$ cat src/rtl/vga_pkg.sv
// Shared VGA definitions: timing constants, colour type, position-FSM states
// and a clipped span test used by the rectangle compositor.
package vga_pkg;

    localparam int VISIBLE_WIDTH  = 800;
    localparam int VISIBLE_HEIGHT = 600;
    localparam int FULL_WIDTH     = 1056;
    localparam int FULL_HEIGHT    = 628;

    typedef logic [11:0] color_t;

    typedef enum logic {
        IDLE    = 1'b0,
        PENDING = 1'b1
    } pos_state_t;

    // The limit is formed one bit wider than the counters, so a span that runs
    // past the screen edge is clipped instead of wrapping back to column/line 0.
    function automatic logic in_span(input logic [10:0] v,
                                     input logic [10:0] start,
                                     input logic [11:0] len);
        logic [11:0] lim;
        lim = {1'b0, start} + len;
        return ({1'b0, v} >= {1'b0, start}) && ({1'b0, v} < lim);
    endfunction

endpackage

$ cat src/rtl/delay_pipe.sv
// Generic register pipeline: dout is din delayed by DEPTH clock cycles.
module delay_pipe #(
    parameter int WIDTH = 8,
    parameter int DEPTH = 2
) (
    input  logic             clk,
    input  logic             rst,
    input  logic [WIDTH-1:0] din,
    output logic [WIDTH-1:0] dout
);

    logic [WIDTH-1:0] stages [DEPTH];

    always_ff @(posedge clk or posedge rst) begin
        if (rst) begin
            for (int i = 0; i < DEPTH; i++) begin
                stages[i] <= '0;
            end
        end else begin
            stages[0] <= din;
            for (int i = 1; i < DEPTH; i++) begin
                stages[i] <= stages[i-1];
            end
        end
    end

    assign dout = stages[DEPTH-1];

endmodule

$ cat src/rtl/draw_rect.sv
// Overlays a solid rectangle on the incoming VGA stream; the rectangle's
// position is requested by handshake and only takes effect at frame start.
import vga_pkg::*;

module draw_rect #(
    parameter int     RECT_W     = 48,
    parameter int     RECT_H     = 64,
    parameter color_t RECT_COLOR = 12'hF00
) (
    input  logic        clk,
    input  logic        rst,
    input  logic [10:0] vcount_in,
    input  logic [10:0] hcount_in,
    input  logic        vsync_in,
    input  logic        hsync_in,
    input  logic        vblnk_in,
    input  logic        hblnk_in,
    input  color_t      rgb_in,
    input  logic [10:0] pos_x,
    input  logic [10:0] pos_y,
    input  logic        pos_valid,
    output logic        pos_ready,
    output logic [10:0] vcount_out,
    output logic [10:0] hcount_out,
    output logic        vsync_out,
    output logic        hsync_out,
    output logic        vblnk_out,
    output logic        hblnk_out,
    output color_t      rgb_out
);

    logic [25:0] timing_in;
    logic [25:0] timing_out;

    assign timing_in = {vcount_in, hcount_in, vsync_in, hsync_in, vblnk_in, hblnk_in};

    delay_pipe #(
        .WIDTH(26),
        .DEPTH(2)
    ) u_timing (
        .clk (clk),
        .rst (rst),
        .din (timing_in),
        .dout(timing_out)
    );

    assign {vcount_out, hcount_out, vsync_out, hsync_out, vblnk_out, hblnk_out} = timing_out;

    pos_state_t  state;
    logic [10:0] pend_x;
    logic [10:0] pend_y;
    logic [10:0] act_x;
    logic [10:0] act_y;
    logic        vblnk_prev;
    logic        frame_start;

    assign frame_start = vblnk_in & ~vblnk_prev;
    assign pos_ready   = (state == IDLE);

    // A request captured on the frame-start cycle itself waits in PENDING
    // until the following frame start, keeping every visible line consistent.
    always_ff @(posedge clk or posedge rst) begin
        if (rst) begin
            state      <= IDLE;
            pend_x     <= '0;
            pend_y     <= '0;
            act_x      <= '0;
            act_y      <= '0;
            vblnk_prev <= 1'b0;
        end else begin
            vblnk_prev <= vblnk_in;
            case (state)
                IDLE: begin
                    if (pos_valid) begin
                        pend_x <= pos_x;
                        pend_y <= pos_y;
                        state  <= PENDING;
                    end
                end
                PENDING: begin
                    if (frame_start) begin
                        act_x <= pend_x;
                        act_y <= pend_y;
                        state <= IDLE;
                    end
                end
            endcase
        end
    end

    logic   in_rect;
    logic   in_rect_d;
    logic   blank_d;
    color_t rgb_d;

    assign in_rect = in_span(hcount_in, act_x, 12'(RECT_W)) &&
                     in_span(vcount_in, act_y, 12'(RECT_H));

    // Stage 1 resolves the hit test, stage 2 picks the colour so rgb_out
    // lines up with the two-cycle-delayed timing signals.
    always_ff @(posedge clk or posedge rst) begin
        if (rst) begin
            in_rect_d <= 1'b0;
            blank_d   <= 1'b0;
            rgb_d     <= '0;
            rgb_out   <= '0;
        end else begin
            in_rect_d <= in_rect;
            blank_d   <= hblnk_in | vblnk_in;
            rgb_d     <= rgb_in;
            if (blank_d) begin
                rgb_out <= '0;
            end else if (in_rect_d) begin
                rgb_out <= RECT_COLOR;
            end else begin
                rgb_out <= rgb_d;
            end
        end
    end

endmodule

$ cat config.mk
export PLATFORM = sky130hd
export DESIGN_NAME = draw_rect
export DESIGN_NICKNAME = d
export VERILOG_FILES = /design/src/rtl/vga_pkg.sv /design/src/rtl/delay_pipe.sv /design/src/rtl/draw_rect.sv
export SDC_FILE = /design/constraint.sdc
export NUM_CORES = 1
export LEC_CHECK = 0
export ABC_AREA = 1
export BUFFER_PORTS_ARGS = -buffer_cell sky130_fd_sc_hd__buf_2
export CAP_MARGIN = 20
export CORE_UTILIZATION = 54
export CTS_CLUSTER_DIAMETER = 40
export DETAILED_ROUTE_END_ITERATION = 8
export GPL_TIMING_DRIVEN = 0
export PLACE_DENSITY = 0.77
export SYNTH_ARGS = -nofsm -noshare
export SYNTH_HDL_FRONTEND = slang
export SYNTH_SLANG_ARGS = --single-unit
export TNS_END_PERCENT = 100
$ cat constraint.sdc
create_clock -name clk -period 4.8 [get_ports clk]
set_input_delay 0.96 -clock clk [delete_from_list [all_inputs] [get_ports clk]]
set_output_delay 0.96 -clock clk [all_outputs]
set_load 0.02 [all_outputs]
==> results.cfg <==
[yosys]
ys_types = 28
ys_seq_area_share_pct = 61.1
synth_edf_count = 0
syn-cell-area_sq_um = 5030
ys.warnings.count = 0
avgSynthCellArea_sq_um = 11.2
synth-seq-cells = 123
async_flop_share_pct = 100
synthFlopType = dfrtp_1
syn_nets = 548
syn-instance-count = 449

[placement]
placed_area_sq_um = 5710
gp_congestion = 0.811
place_ws_ns = 2.63
io_buffers = 101
dp.cells = 659
hpwl_microns = 6770

[routing]
viasPerCell = 4.93
route.detailed.drc = 0
first_pass_iters = 4
wirelength_microns = 9190
antenna_left = 0
vias = 3406
drt_iter0_markers = 87
wl_per_cell_microns = 13.3

[sta]
grt_setup_unrepaired = false
worst_slew_pin_slew_ns = 0.745
timing.final.max_slew_violations = 0
max_clock_freq_ghz = 0.467
final_hold_viol_count = 0
slew-limit-headroom_pct = 50.3
fin_ws_ns = 2.66
finalClockSkew_ns = 0.00634
period_needed_ns = 2.14
hold_slack_ns = 0.342
setup_viol = 0
setup_tns_ns = 0
fin_crit_sh_pct = 44.6

[worst_setup_path]
worst-path-max-fanout = 4
r2r_cells = 11
critPathArrivalTime_ns = 2.57
r2r_end = in_rect_d
rrSetupSlack_ns = 2.66
endpoint_kind = flip-flop
r2r-start = act_x[4]
path_class = flip-flop to flip-flop
startpoint_type = flip-flop
required_ns = 5.23

[cells_and_area]
layout-drive-gt1-share_pct = 33.1
final_net_count = 669
stdcell_count = 691
final_common_cell = dfrtp_1
final_cell_mix = 123 x dfrtp_1, 104 x buf_2, 75 x nand2_1
final_core_util_pct = 71.3
fin_area_sq_um = 6340
layout-area-overhead-vs-synth_pct = 26.0
diodes = 0

[min_path]
hold_path_depth = 0
holdPathEnd = u_timing.dout[16]
min_path_type = flip-flop to flip-flop
hp-start = u_timing.stages[42]

[cts]
post_cts_resized = 0
hold_buffers = 0
cts_buffer_depth = 2
cts_buffers = 17
cts_tree = done
clk_root_buffer_cell = clkbuf_8
htreeDepth = 4
post_cts.repair.setup_buffers = 0
clkLatencyLatePin_ns = 0.51
path_clk_slew_ns = 0.06
clkSinkCount = 123

[power]
ir_drop_uv = 407
p_per_area_nw_per_um2 = 512
p_leak_nw = 3.27
power.total_mw = 3.25

[die]
design.core.area_sq_um = 8890
io_pins = 102
dieArea_sq_um = 9710
rows = 34
die_h_microns = 98.6
die_x_microns = 98.6
start_util_pct = 56.6

[run]
cap_violations = 0

[run_status]
status = finished clean

[global_routing]
grt_pass1_vias = 3422
antenna_found_initial = 0
grt_pass1_wl_microns = 15600
grt_max_degree = 64
overflow = 0
grtUsageTotal_pct = 21.1
-- logic make-up after synthesis --
logic type / count (synthesis) / synth area share, %
adders and majority gates: 36 / 8.95
xor gates and xnor gates: 6 / 1.04
DFF: 123 / 61.1
buffers and inverters: 71 / 7.18
muxes: 21 / 4.70
and+or+nand+nor: 147 / 12.3
AOI/OAI and AO/OA: 45 / 4.67
-- how the worst max path moves through the flow --
stage | from | to | cells after the start
3_5_place_dp | hcount_in[5] | in_rect_d | 9
5_1_grt | act_x[4] | in_rect_d | 13
4_1_cts | state | pos_ready | 2
3_3_place_gp | rst | pend_x[9] | 2
6_report | act_x[4] | in_rect_d | 11
2_1_floorplan | rst | act_x[0] | 1
-- critical path, cell delays in order (launching register included) --
cell     delay [ns]
dfrtp_1        0.37
inv_1          0.08
ha_1           0.20
or2_1          0.27
nor3_1         0.19
xor2_1         0.18
ha_1           0.26
nand3_1        0.12
nor2_1         0.05
nor2_1         0.10
nand3_1        0.11
nor2_1         0.14
-- Yosys cell counts (2+ instances only) --
cell type | count | share of area (%)
nor3_1 | 2 | 0.20
inv_2 | 2 | 0.15
inv_1 | 40 | 3.0
a21o_1 | 3 | 0.45
xor2_1 | 5 | 0.87
buf_4 | 24 | 3.6
nand2_2 | 3 | 0.37
nand4_1 | 4 | 0.50
nand2_1 | 75 | 5.6
nor2_2 | 2 | 0.25
nand3_1 | 12 | 1.2
ha_1 | 36 | 8.9
buf_2 | 3 | 0.30
mux2_2 | 20 | 4.5
dfrtp_1 | 123 | 61
nor2_1 | 44 | 3.3
o21ai_0 | 26 | 2.6
a21oi_1 | 15 | 1.5
-- power by group --
| part | switching [mW] | total [mW] | internal, mW | leakage [nW] |
|---|---|---|---|---|
| registers | 0.0713 | 1.25 | 1.18 | 1.47 |
| logic | 0.370 | 0.645 | 0.274 | 1.49 |
| clock network | 0.480 | 1.35 | 0.871 | 0.309 |
-- layer usage --
metal  vias up  wire (microns)  GRT usage [%]  part of all wire (%)
met1      1618            4090           26.1                    44
met3        10             411           6.17                   4.5
li1       1672               -              -                     -
met4         0             137           8.15                   1.5
met5         -               0              0                     0
met2       106            4550           35.3                    50
-- sequential cells by signal (all words and copies together) (netlist names) --
register / cells
rgb_out: 12
u_timing.dout: 26
state: 1
u_timing.stages: 26
act_x: 11
pend_x: 11
act_y: 11
pend_y: 11
blank_d: 1
rgb_d: 12
in_rect_d: 1
-- final cells by class --
| class | count | area, sq um |
|---|---|---|
| Timing Repair Buffer | 102 | 533 |
| Tap cell | 108 | 135 |
| Clock inverter | 14 | 209 |
| Inverter | 42 | 160 |
| Multi-Input combinational cell | 255 | 1600 |
| Buffer | 29 | 204 |
| Clock buffer | 18 | 428 |
| Fill cell | 643 | 2550 |
| Sequential cell | 123 | 3080 |
No activity file was read; power rests on OpenSTA's default activity.
